<file path="src/rtl/master_reset_seq_pkg.sv">
// Shared types, default parameter values and counter-width helpers for the
// master reset sequencer.
package master_reset_pkg;

  typedef enum logic [1:0] {
    IDLE    = 2'd0,
    ARMED   = 2'd1,
    ASSERT  = 2'd2,
    RELEASE = 2'd3
  } state_t;

  localparam int unsigned DEF_NUM_CH       = 3;
  localparam int unsigned DEF_HOLD_CYCLES  = 10;
  localparam int unsigned DEF_PULSE_CYCLES = 4;
  localparam int unsigned DEF_STAGGER      = 2;
  localparam int unsigned DEF_SYNC_STAGES  = 2;
  localparam int unsigned DEF_EVT_W        = 8;

  // Bits needed to hold values 0..max_val (at least one bit).
  function automatic int unsigned cnt_w(input int unsigned max_val);
    return (max_val < 1) ? 1 : $clog2(max_val + 1);
  endfunction

endpackage

</file>
<file path="src/rtl/master_reset_seq_if.sv">
// Request/response bundle between the reset sources and the sequencer.
interface master_reset_seq_if #(
  parameter int unsigned NUM_CH = 3,
  parameter int unsigned EVT_W  = 8
);
  logic              Req_L;
  logic [NUM_CH-1:0] Reset_L_Out;
  logic              Busy;
  logic              Armed;
  logic [EVT_W-1:0]  Event_Count;

  modport master (
    input  Req_L,
    output Reset_L_Out,
    output Busy,
    output Armed,
    output Event_Count
  );

  modport slave (
    output Req_L,
    input  Reset_L_Out,
    input  Busy,
    input  Armed,
    input  Event_Count
  );
endinterface

</file>
<file path="src/rtl/master_reset_seq_reset_sync_bit.sv">
// N-stage single-bit synchroniser; flops reset to 1 (request inactive).
module reset_sync_bit #(
  parameter int unsigned STAGES = 2
) (
  input  logic clk,
  input  logic rst_n,
  input  logic d,
  output logic q
);

  logic [STAGES-1:0] sr;

  // Shift the asynchronous input through the chain on the falling edge.
  always_ff @(negedge clk or negedge rst_n) begin
    if (!rst_n) begin
      sr <= '1;
    end else begin
      sr <= {sr[STAGES-2:0], d};
    end
  end

  assign q = sr[STAGES-1];

endmodule

</file>
<file path="src/rtl/master_reset_seq.sv">
// Qualifies a soft-reset request and drives a multi-channel active-low reset
// pulse with staggered per-channel release. All state changes on the negedge.
module master_reset_seq
  import master_reset_pkg::*;
#(
  parameter int unsigned NUM_CH       = DEF_NUM_CH,
  parameter int unsigned HOLD_CYCLES  = DEF_HOLD_CYCLES,
  parameter int unsigned PULSE_CYCLES = DEF_PULSE_CYCLES,
  parameter int unsigned STAGGER      = DEF_STAGGER,
  parameter int unsigned SYNC_STAGES  = DEF_SYNC_STAGES,
  parameter int unsigned EVT_W        = DEF_EVT_W
) (
  input  logic              CLK,
  input  logic              Reset_L,
  master_reset_seq_if.master bus
);

  localparam int unsigned HW = cnt_w(HOLD_CYCLES);
  localparam int unsigned PW = cnt_w(PULSE_CYCLES);
  localparam int unsigned SW = cnt_w(STAGGER);

  localparam logic [HW-1:0]     HOLD_MAX   = HW'(HOLD_CYCLES);
  localparam logic [HW-1:0]     HOLD_LAST  = HW'(HOLD_CYCLES - 1);
  localparam logic [PW-1:0]     PULSE_LAST = PW'(PULSE_CYCLES - 1);
  localparam logic [SW-1:0]     STAG_LAST  = SW'((STAGGER == 0) ? 0 : STAGGER - 1);
  localparam logic [NUM_CH-1:0] FIRST_CH   = NUM_CH'(1);
  // With no stagger or a single channel every output releases on RELEASE entry,
  // so the sequence goes straight from ASSERT back to IDLE.
  localparam bit                ONE_SHOT   = (STAGGER == 0) || (NUM_CH == 1);

  state_t            state;
  logic [NUM_CH-1:0] out_q;
  logic [NUM_CH-1:0] nxt_out;
  logic [HW-1:0]     hold_cnt;
  logic [PW-1:0]     pulse_cnt;
  logic [SW-1:0]     stag_cnt;
  logic [EVT_W-1:0]  event_cnt;
  logic              busy_q;
  logic              armed_q;
  logic              req_s;

  reset_sync_bit #(
    .STAGES (SYNC_STAGES)
  ) u_req_sync (
    .clk   (CLK),
    .rst_n (Reset_L),
    .d     (bus.Req_L),
    .q     (req_s)
  );

  // Thermometer fill: the next channel above those already released.
  always_comb begin
    nxt_out = '0;
    nxt_out = (out_q << 1) | FIRST_CH;
  end

  // Sequencer FSM with registered outputs; reset enters ASSERT so power-on
  // behaves like a soft reset without counting an event.
  always_ff @(negedge CLK or negedge Reset_L) begin
    if (!Reset_L) begin
      state     <= ASSERT;
      out_q     <= '0;
      hold_cnt  <= '0;
      pulse_cnt <= '0;
      stag_cnt  <= '0;
      event_cnt <= '0;
      busy_q    <= 1'b1;
      armed_q   <= 1'b0;
    end else begin
      case (state)
        IDLE: begin
          if (!req_s) begin
            if (hold_cnt != HOLD_MAX) begin
              hold_cnt <= hold_cnt + 1'b1;
            end
            if (hold_cnt == HOLD_LAST) begin
              state   <= ARMED;
              armed_q <= 1'b1;
            end
          end else begin
            hold_cnt <= '0;
          end
        end
        ARMED: begin
          if (req_s) begin
            state     <= ASSERT;
            out_q     <= '0;
            hold_cnt  <= '0;
            pulse_cnt <= '0;
            busy_q    <= 1'b1;
            armed_q   <= 1'b0;
            if (event_cnt != '1) begin
              event_cnt <= event_cnt + 1'b1;
            end
          end
        end
        ASSERT: begin
          hold_cnt <= '0;
          if (pulse_cnt == PULSE_LAST) begin
            pulse_cnt <= '0;
            stag_cnt  <= '0;
            if (ONE_SHOT) begin
              out_q  <= '1;
              state  <= IDLE;
              busy_q <= 1'b0;
            end else begin
              out_q <= FIRST_CH;
              state <= RELEASE;
            end
          end else begin
            pulse_cnt <= pulse_cnt + 1'b1;
          end
        end
        RELEASE: begin
          hold_cnt <= '0;
          if (stag_cnt == STAG_LAST) begin
            stag_cnt <= '0;
            out_q    <= nxt_out;
            if (&nxt_out) begin
              state  <= IDLE;
              busy_q <= 1'b0;
            end
          end else begin
            stag_cnt <= stag_cnt + 1'b1;
          end
        end
        default: begin
          state <= IDLE;
        end
      endcase
    end
  end

  assign bus.Reset_L_Out = out_q;
  assign bus.Busy        = busy_q;
  assign bus.Armed       = armed_q;
  assign bus.Event_Count = event_cnt;

endmodule

</file>
<file path="src/flat_wrapper.sv">
// flat-port wrapper written by rule: the top's interface ports become plain ports
module master_reset_seq_flat import master_reset_pkg::*;
#(
  parameter int unsigned NUM_CH       = DEF_NUM_CH,
  parameter int unsigned HOLD_CYCLES  = DEF_HOLD_CYCLES,
  parameter int unsigned PULSE_CYCLES = DEF_PULSE_CYCLES,
  parameter int unsigned STAGGER      = DEF_STAGGER,
  parameter int unsigned SYNC_STAGES  = DEF_SYNC_STAGES,
  parameter int unsigned EVT_W        = DEF_EVT_W
)
  (CLK, Reset_L, bus_Req_L, bus_Reset_L_Out, bus_Busy, bus_Armed, bus_Event_Count);
  master_reset_seq_if #(.NUM_CH(NUM_CH), .EVT_W(EVT_W)) bus_i ();
  input  logic CLK;
  input  logic Reset_L;
  input wire logic [$bits(bus_i.Req_L)-1:0] bus_Req_L;
  output wire logic [$bits(bus_i.Reset_L_Out)-1:0] bus_Reset_L_Out;
  output wire logic [$bits(bus_i.Busy)-1:0] bus_Busy;
  output wire logic [$bits(bus_i.Armed)-1:0] bus_Armed;
  output wire logic [$bits(bus_i.Event_Count)-1:0] bus_Event_Count;
  assign bus_i.Req_L = bus_Req_L;
  assign bus_Reset_L_Out = bus_i.Reset_L_Out;
  assign bus_Busy = bus_i.Busy;
  assign bus_Armed = bus_i.Armed;
  assign bus_Event_Count = bus_i.Event_Count;
  master_reset_seq #(.NUM_CH(NUM_CH), .HOLD_CYCLES(HOLD_CYCLES), .PULSE_CYCLES(PULSE_CYCLES), .STAGGER(STAGGER), .SYNC_STAGES(SYNC_STAGES), .EVT_W(EVT_W)) u_core (.CLK(CLK), .Reset_L(Reset_L), .bus(bus_i));
endmodule
</file>
<file path="config.mk">
export PLATFORM = sky130hd
export DESIGN_NAME = master_reset_seq_flat
export DESIGN_NICKNAME = d
export VERILOG_FILES = /design/src/rtl/master_reset_seq_pkg.sv /design/src/rtl/master_reset_seq_if.sv /design/src/rtl/master_reset_seq_reset_sync_bit.sv /design/src/rtl/master_reset_seq.sv /design/src/flat_wrapper.sv
export SDC_FILE = /design/constraint.sdc
export NUM_CORES = 1
export LEC_CHECK = 0
export ABC_CLOCK_PERIOD_IN_PS = 1610
export CORE_AREA = 3 3 52 66
export CTS_CLUSTER_DIAMETER = 80
export DETAILED_ROUTE_END_ITERATION = 10
export DIE_AREA = 0 0 55 69
export PLACE_DENSITY = 0.77
export SLEW_MARGIN = 25
export SYNTH_ARGS = -nofsm -noshare
export SYNTH_HDL_FRONTEND = slang
export SYNTH_SLANG_ARGS = --single-unit
</file>
<file path="constraint.sdc">
create_clock -name CLK -period 1.61 [get_ports CLK]
set_input_delay 0.322 -clock CLK [delete_from_list [all_inputs] [get_ports CLK]]
set_output_delay 0.322 -clock CLK [all_outputs]
set_load 0.01 [all_outputs]
</file>
==> metrics.txt, run 1 <==
status finished with violations; failing checks setup timing; area occupied by multi-input gates 818.3 um^2; via count 1173; Ys Warns 0; CP required 1.29 ns; CTS Buf Count 3; die width 55 um; nets 201; largest net degree at the start of global routing 16; hold crit path type reg2reg; critical path arrival 1.85 ns; Syn Nets 143; R2R depth 6; family with the most delay on the worst path flip-flops; #FFs+latches synth 26; final hold violations 0; Hold Path Stages 0; Crit Path Class reg2out; PnR worst setup slack -0.5578 ns; RSZ-0062 raised after global routing true; die area 0.003795 mm^2; CP Launch Type flop; max incr delay on CP 0.54 ns; # fillers 220; Seq/Total Area, Yosys 47.38%; share of cells above drive strength 1 46.77%; relative slew slack 83.46%; post-route cell area 0.002008 mm^2; CTS tree done; routed vias/inst 5.284; Post-synth EDFFs 0; worst-path cell chain buf_6; worst slew pin tran 0.2476 ns; grt ovf 0; drt total wl 3265 um; Antenna Nets Post-Route 0; Pwr Density 1684 mW/mm^2; total global-route track usage 18.49%; routability cong. 0.7617; top_reg_cell synth dfrtn_1; Synth area leaders dfrtn_1 40%, ha_1 9.9%, dfstp_2 7.6%, xnor2_1 3.2%, nand2_1 3.0%; Sequential Area 655.6 um^2; first-pass GRT wire length 5340 um; CP Capture Type output port; number of global-route vias before repair 1264; Avg Cell Area, Syn 10.73 um^2; CP Buf/Inv Count 1; max_cap viols 0; Ant. Diodes 0; Iteration-0 DRC Markers 25; CP max-delay cell dfstp_2; clock skew 0.08669 ns; initial antenna violation count 0; synth unique cells 40; async set or reset register ratio after synthesis 100.0%; htree depth 1; Synth area leader dfrtn_1; Starting Density 47.43%; clock-pin slew on the worst setup and hold paths 0.05 ns; clock tree sinks 26; Final setup violation count 15; HPWL Detailed 2222 um; FP Rows 22; fin. max-slew vios 0; Skew-Pair Late Insertion Delay 0.41 ns; Max Buffers Root-to-Sink 2; DRC Markers 0; first-pass detailed-route iteration total 4; DIE HEIGHT 69 um; post-DR wirelength/cell 14.71 um; Post-DP Area 0.001810 mm^2; Post-Route Setup TNS -5.499 ns; Area Growth Syn to Fin 45.12%; crit-path max FO 2; P_leak 0.9592 nW; Finished Core Util 68.83%; Core Footprint 0.002918 mm^2; Synth top cells by count 22 x dfrtn_1, 11 x ha_1, 11 x nand2_1; I/O Buffers 15; Root Driver clkbuf_4; cell count after synthesis 129; most instantiated library cell after synthesis dfrtn_1; Critical Path Stages 1; # IOs 16; Post-Syn Area 0.001384 mm^2; VDD IR max 0.9593 mV; post-synth top area share 39.78%
-- cells by family after synthesis --
kind of cell,count (synthesis),share of synthesized area (%)
muxes,5,4.159
adders and majority gates,11,9.946
and+or+nand+nor,44,17.45
DFF,26,47.38
xor gates and xnor gates,6,3.797
buffers and inverters,9,2.984
AOI/OAI and AO/OA,28,14.29
-- per-stage QoR --
step	setup slack (ns)	power, mW	instances	hold WS (ns)
after CTS	-0.5414	3.106	221	0.3644
after floorplan	-0.05372	1.919	129	0.3452
final	-0.5578	3.382	222	0.3622
after global placement	-0.5501	2.594	206	0.3477
after detailed placement	-0.5516	2.670	206	0.3551
after global routing	-0.5865	3.644	222	0.3562
-- worst paths after layout --
check                                                  to                    start  slack, ns
worst max-delay path                             bus_Busy          u_core.bus.Busy      -0.56
worst min-delay path              u_core.u_req_sync.sr[1]  u_core.u_req_sync.sr[0]       0.36
worst max register to register            u_core.state[1]          u_core.state[1]      -0.03
worst min register to register    u_core.u_req_sync.sr[1]  u_core.u_req_sync.sr[0]       0.36
max in group asynchronous       u_core.bus.Event_Count[3]                  Reset_L       0.35
min in group asynchronous       u_core.bus.Event_Count[1]                  Reset_L       0.99
-- where the power goes --
group          internal (mW)  switching [mW]
clock                  0.110           0.242
sequential             0.869           0.158
combinational           1.05           0.957
total                   2.03            1.36
-- metal layers --
metal	vias to the layer above	part of all wire (%)	track usage, %
met4	0	2.5	5.946
li1	572	-	-
met1	571	37	20.81
met2	21	57	33.55
met3	9	3.6	2.592
met5	-	0	0
-- state kept, by name (all words and copies together) (netlist names) --
name,cells
u_core.bus.Event_Count,8
u_core.hold_cnt,4
u_core.bus.Reset_L_Out,3
u_core.pulse_cnt,3
u_core.stag_cnt,2
u_core.state,2
u_core.u_req_sync.sr,2
u_core.bus.Armed,1
u_core.bus.Busy,1
-- layout make-up --
| class | count | area share (%) |
|---|---|---|
| multi-input cells | 94 | 40.75 |
| flip-flops and latches | 26 | 32.65 |
| repair buffers | 51 | 20.87 |
| inverters | 7 | 1.308 |
| clock inverters | 5 | 1.059 |
| clock buffers | 3 | 1.121 |
| well taps | 36 | 2.243 |
-- cell usage in the layout (no fill, tap or decap), types with 3 or more instances in the layout --
cell	n
nand3_2	3
xnor2_1	5
o21ai_0	5
nand2_1	10
buf_6	5
inv_1	9
o21ai_1	3
ha_1	5
buf_2	10
nand4_1	4
clkbuf_4	3
ha_4	4
nand3_1	4
buf_12	3
nand2b_4	3
dfrtn_1	22
nor2_1	5
a21oi_1	4
dfstp_2	4
buf_4	31
-- timing repair --
action / 4_1_cts / 5_1_grt
hold buffers: 0 / 0
endpoints found under the setup margin: 23 / 30
gates resized for setup: 64 / 23
pin swaps: 3 / 10
setup buffers: 8 / 3
No activity file was read; power rests on OpenSTA's default activity.
==> run 2, diff against run 1 <==
--- a/config.mk
+++ b/config.mk
@@ -11,6 +11,7 @@
 export DETAILED_ROUTE_END_ITERATION = 10
 export DIE_AREA = 0 0 55 69
 export PLACE_DENSITY = 0.77
+export SKIP_CTS_REPAIR_TIMING = 1
 export SLEW_MARGIN = 25
 export SYNTH_ARGS = -nofsm -noshare
 export SYNTH_HDL_FRONTEND = slang
==> run 2 against run 1 <==
  * The flow still finishes with violations (setup timing)
  * Worst hold slack worse by 0.0084 ns
  * Core utilization down 2.1 points
  * Register-to-register slack about the same
  * Critical endpoint unchanged
  * Critical path type unchanged
  * First-iteration DRC count down 20%
  * Highest routed layer unchanged
==> metrics.txt, run 2 (synthesized netlist as in run 1, its figures left out) <==
clock-pin slew on the worst setup and hold paths 0.04 ns; Max Buffers Root-to-Sink 2; VDD IR max 0.9978 mV; # IOs 16; post-DR wirelength/cell 13.72 um; area occupied by multi-input gates 814.5 um^2; drt total wl 2950 um; fin. max-slew vios 0; CP required 1.29 ns; Skew-Pair Late Insertion Delay 0.39 ns; initial antenna violation count 0; DRC Markers 0; largest net degree at the start of global routing 16; P_leak 0.9245 nW; Iteration-0 DRC Markers 20; first-pass detailed-route iteration total 4; clock skew 0.07447 ns; PnR worst setup slack -0.5273 ns; routability cong. 0.7617; relative slew slack 81.50%; Final setup violation count 14; Sequential Area 655.6 um^2; Worst R2R Setup Slack -0.02 ns; Hold EP u_core.u_req_sync.sr[1]; first-pass GRT wire length 4885 um; family with the most delay on the worst path flip-flops; share of cells above drive strength 1 44.13%; most frequent cells in the layout 25 x buf_4, 22 x dfrtn_1, 10 x nand2_1, 10 x buf_2, 8 x inv_1; max incr delay on CP 0.53 ns; Final Power 3.209 mW; Core Footprint 0.002918 mm^2; number of global-route vias before repair 1199; total global-route track usage 16.79%; htree depth 1; Pwr Density 1647 mW/mm^2; final hold violations 0; FP Rows 22; FF-to-FF End u_core.state[1]; Starting Density 47.43%; nets 194; CTS Buf Count 3; CP Launch Type flop; Area Growth Syn to Fin 40.78%; critical path arrival 1.82 ns; die width 55 um; CP max-delay cell dfstp_2; # fillers 223; CP Capture Type output port; hold crit path type reg2reg; Post-Route Setup TNS -5.357 ns; Antenna Nets Post-Route 0; Crit Path Class reg2out; crit-path max FO 2; HPWL Detailed 2222 um; max_cap viols 0; post-route cell area 0.001948 mm^2; worst-path cell chain buf_6; max FFs per register 8; most common cell after layout, fill and taps aside buf_4; I/O Buffers 15; Crit Reg-Reg Startpoint u_core.state[1]; CP Buf/Inv Count 1; die area 0.003795 mm^2; Ant. Diodes 0; clock tree sinks 26; hold_sp u_core.u_req_sync.sr[0]; routed vias/inst 5.274; failing checks setup timing; CTS tree done; worst slew pin tran 0.2775 ns; via count 1134; Hold Path Stages 0; grt ovf 0; R2R depth 6; WHS 0.3539 ns; DIE HEIGHT 69 um; Finished Core Util 66.77%; Root Driver clkbuf_4; RSZ-0062 raised after global routing true; Post-DP Area 0.001810 mm^2; status finished with violations
[run 2: area by class of cell]
type / instances / share of cell area (%)
timing repair buffer: 44 / 18.63
multi-input combinational: 94 / 41.81
clock inverter: 5 / 1.092
sequential: 26 / 33.65
tap: 36 / 2.312
inverter: 7 / 1.349
clock buffer: 3 / 1.156
[run 2: where the power goes]
part           leakage, nW  internal (mW)  switching [mW]  total [mW]
clock network       0.0396          0.110           0.237       0.346
logic                0.556          0.946           0.897        1.84
registers            0.329          0.868           0.151        1.02
total                0.925           1.92            1.28        3.21
[run 2: worst max path at each step]
stage	from	cells after the start	slack (ns)	endpoint
6_report	u_core.bus.Busy	1	-0.53	bus_Busy
5_1_grt	u_core.bus.Busy	1	-0.59	bus_Busy
3_5_place_dp	u_core.bus.Busy	1	-0.55	bus_Busy
3_3_place_gp	u_core.bus.Busy	1	-0.55	bus_Busy
2_1_floorplan	u_core.bus.Busy	0	-0.05	bus_Busy
4_1_cts	u_core.bus.Busy	1	-0.96	bus_Busy
[run 2: routing by layer]
metal	global-route usage (%)	vias up	share of wire [%]
li1	-	559	-
met2	28.55	21	55
met1	19.92	548	39
met5	0	-	0
met3	3.024	6	3.8
met4	6.486	0	2.2
[run 2: through the flow]
stage,std cells,setup WS [ns]
final,215,-0.5273
after global routing,215,-0.5867
after CTS,213,-0.9615
after detailed placement,206,-0.5516
after global placement,206,-0.5501
after floorplan,129,-0.05372
==> run 3, diff against run 2 <==
--- a/config.mk
+++ b/config.mk
@@ -5,6 +5,7 @@
 export SDC_FILE = /design/constraint.sdc
 export NUM_CORES = 1
 export LEC_CHECK = 0
+export ABC_AREA = 0
 export ABC_CLOCK_PERIOD_IN_PS = 1610
 export CORE_AREA = 3 3 52 66
 export CTS_CLUSTER_DIAMETER = 80
==> results of run 3 <==
Final layout, timing and power as in run 2 (identical DEF).
==> patch (flow settings as in run 3) <==
`DEF_STAGGER`: 2 -> 1.
--- a/src/rtl/master_reset_seq_pkg.sv
+++ b/src/rtl/master_reset_seq_pkg.sv
@@ -14,3 +14,3 @@
   localparam int unsigned DEF_PULSE_CYCLES = 4;
-  localparam int unsigned DEF_STAGGER      = 2;
+  localparam int unsigned DEF_STAGGER      = 1;
   localparam int unsigned DEF_SYNC_STAGES  = 2;
Formal check against the unedited RTL: not equivalent (a bounded check fails within 10 cycles, from zero or initial values and one cycle with Reset_L low).
==> patch against run 3 <==
The flow still finishes with violations (setup timing); sequential cell count fell by 2; total power fell by 0.32%; non-clock buffer count rose by 9; routed wire length rose by 10%; final area rose by 0.71%; die area did not move; synthesized area fell by 5.8%; count of clock-buffer cells in the layout did not move; synthesized cell count fell by 3.1%; setup slack improved by 7.5 ps.
==> patch: results (changes against run 3) <==
----------------------------------------------------
[Status]
  Result of the run ... complete, but fails checks
  Violations in the final reports ... setup timing

[Finish]
  Fraction of final layout cells sized beyond drive strength 1 ... 51.1% (+7.0 points)
  Net count reported at finish ... 195 (+0.52%)
  Diodes inserted ... 0 (unchanged)

[Logic synthesis]
  Leading post-synthesis cells by instance count ... sky130_fd_sc_hd__dfrtn_1, sky130_fd_sc_hd__nor2_1, sky130_fd_sc_hd__ha_1, sky130_fd_sc_hd__o21ai_0
  Synth unique cells ... 38 (-5.0%)
  Post-synthesis average cell area ... 10.4 µm² (-2.8%)
  Net count after synthesis ... 137 (-4.2%)
  Proportion of synthesized chip area in sequential cells ... 46.4% (-0.93 points)
  Fraction of registers with async set or reset after synthesis ... 100% (unchanged)
  Cell types with the largest area share after synthesis ... sky130_fd_sc_hd__dfrtn_1, sky130_fd_sc_hd__ha_1, sky130_fd_sc_hd__dfstp_2

[Detailed routing]
  Total wire length ... 3250 µm (+10%)
  Vias/cell ... 5.36 (+1.7%)
  Via count ... 1169 (+3.1%)
  Number of design-rule violations left by the first detailed-router iteration ... 18 (-10%)

[Pwr]
  Power in the clock group ... 0.000332 W (-4%)
  Worst supply voltage drop on vdd ... 0.00108 V (+8.0%)
  Power attributed to sequential cells ... 0.000920 W (-9.8%)
  Lkg Pwr ... 0.912 nW (-1.3%)
  Switching pwr ... 0.00127 W (-1.5%)

[Place]
  Detailed placement HPWL ... 2130 µm (-4.3%)
  Placer congestion estimate ... 0.812 (+6.6%)
  Post-placement worst setup slack ... -547 ps (+4.48 ps)
  Total instance count after detailed placement ... 205 (-0.49%)
  Standard cell area after detailed placement ... 0.00177 mm² (-2.4%)

[Worst setup path]
  Cell count of the worst reg-to-reg path ... 7 (+1)
  Register-to-register setup slack ... -90 ps (-70 ps)

[STA]
  Setup slack of the critical path after layout ... -520 ps (+7.52 ps)
  Transition time at the pin with the least slew margin ... 421 ps (+144 ps)
  Worst hold margin ... 343 ps (-11.3 ps)
  Number of failing setup endpoints in the final timing report ... 16 (+2)
  Worst setup skew after layout ... 83.0 ps (+8.49 ps)
  Final total negative setup slack ... -5430 ps (-76.0 ps)

[GRT]
  Pin count of the biggest net entering global routing ... 15 (-1)
  First-pass GRT wire length ... 4750 µm (-2.8%)
  Global-route usage over all layers ... 16.5% (-0.29 points)
  Via count of the first global-routing pass ... 1146 (-4.4%)

----------------------------------------------------
patch: cell type report:
| cell class | count | area [µm²] |
|---|---|---|
| Multi-Input combinational cell | 90 | 792 |
| Fill cell | 222 | 956 |
| Tap cell | 36 | 45.0 |
| Clock buffer | 3 | 22.5 |
| Timing Repair Buffer | 53 | 447 |
| Clock inverter | 5 | 21.3 |
| Inverter | 7 | 28.8 |
| Sequential cell | 24 | 606 |
patch: logic make-up after synthesis:
group | Yosys count | synth area share, %
compound gates | 30 | 15.1
mux | 6 | 5.37
fa+ha+maj | 9 | 8.64
flops | 24 | 46.4
simple gates | 43 | 19.1
buf+inv | 11 | 4.03
xor+xnor | 2 | 1.34
patch: routing by layer:
metal | wire length, µm | share of wire [%] | global-route usage [%]
met1 | 1240 | 38 | 18.6
met3 | 111 | 3.4 | 3.02
met2 | 1860 | 57 | 28.8
met4 | 33 | 1.0 | 6.49
met5 | 0 | 0 | 0
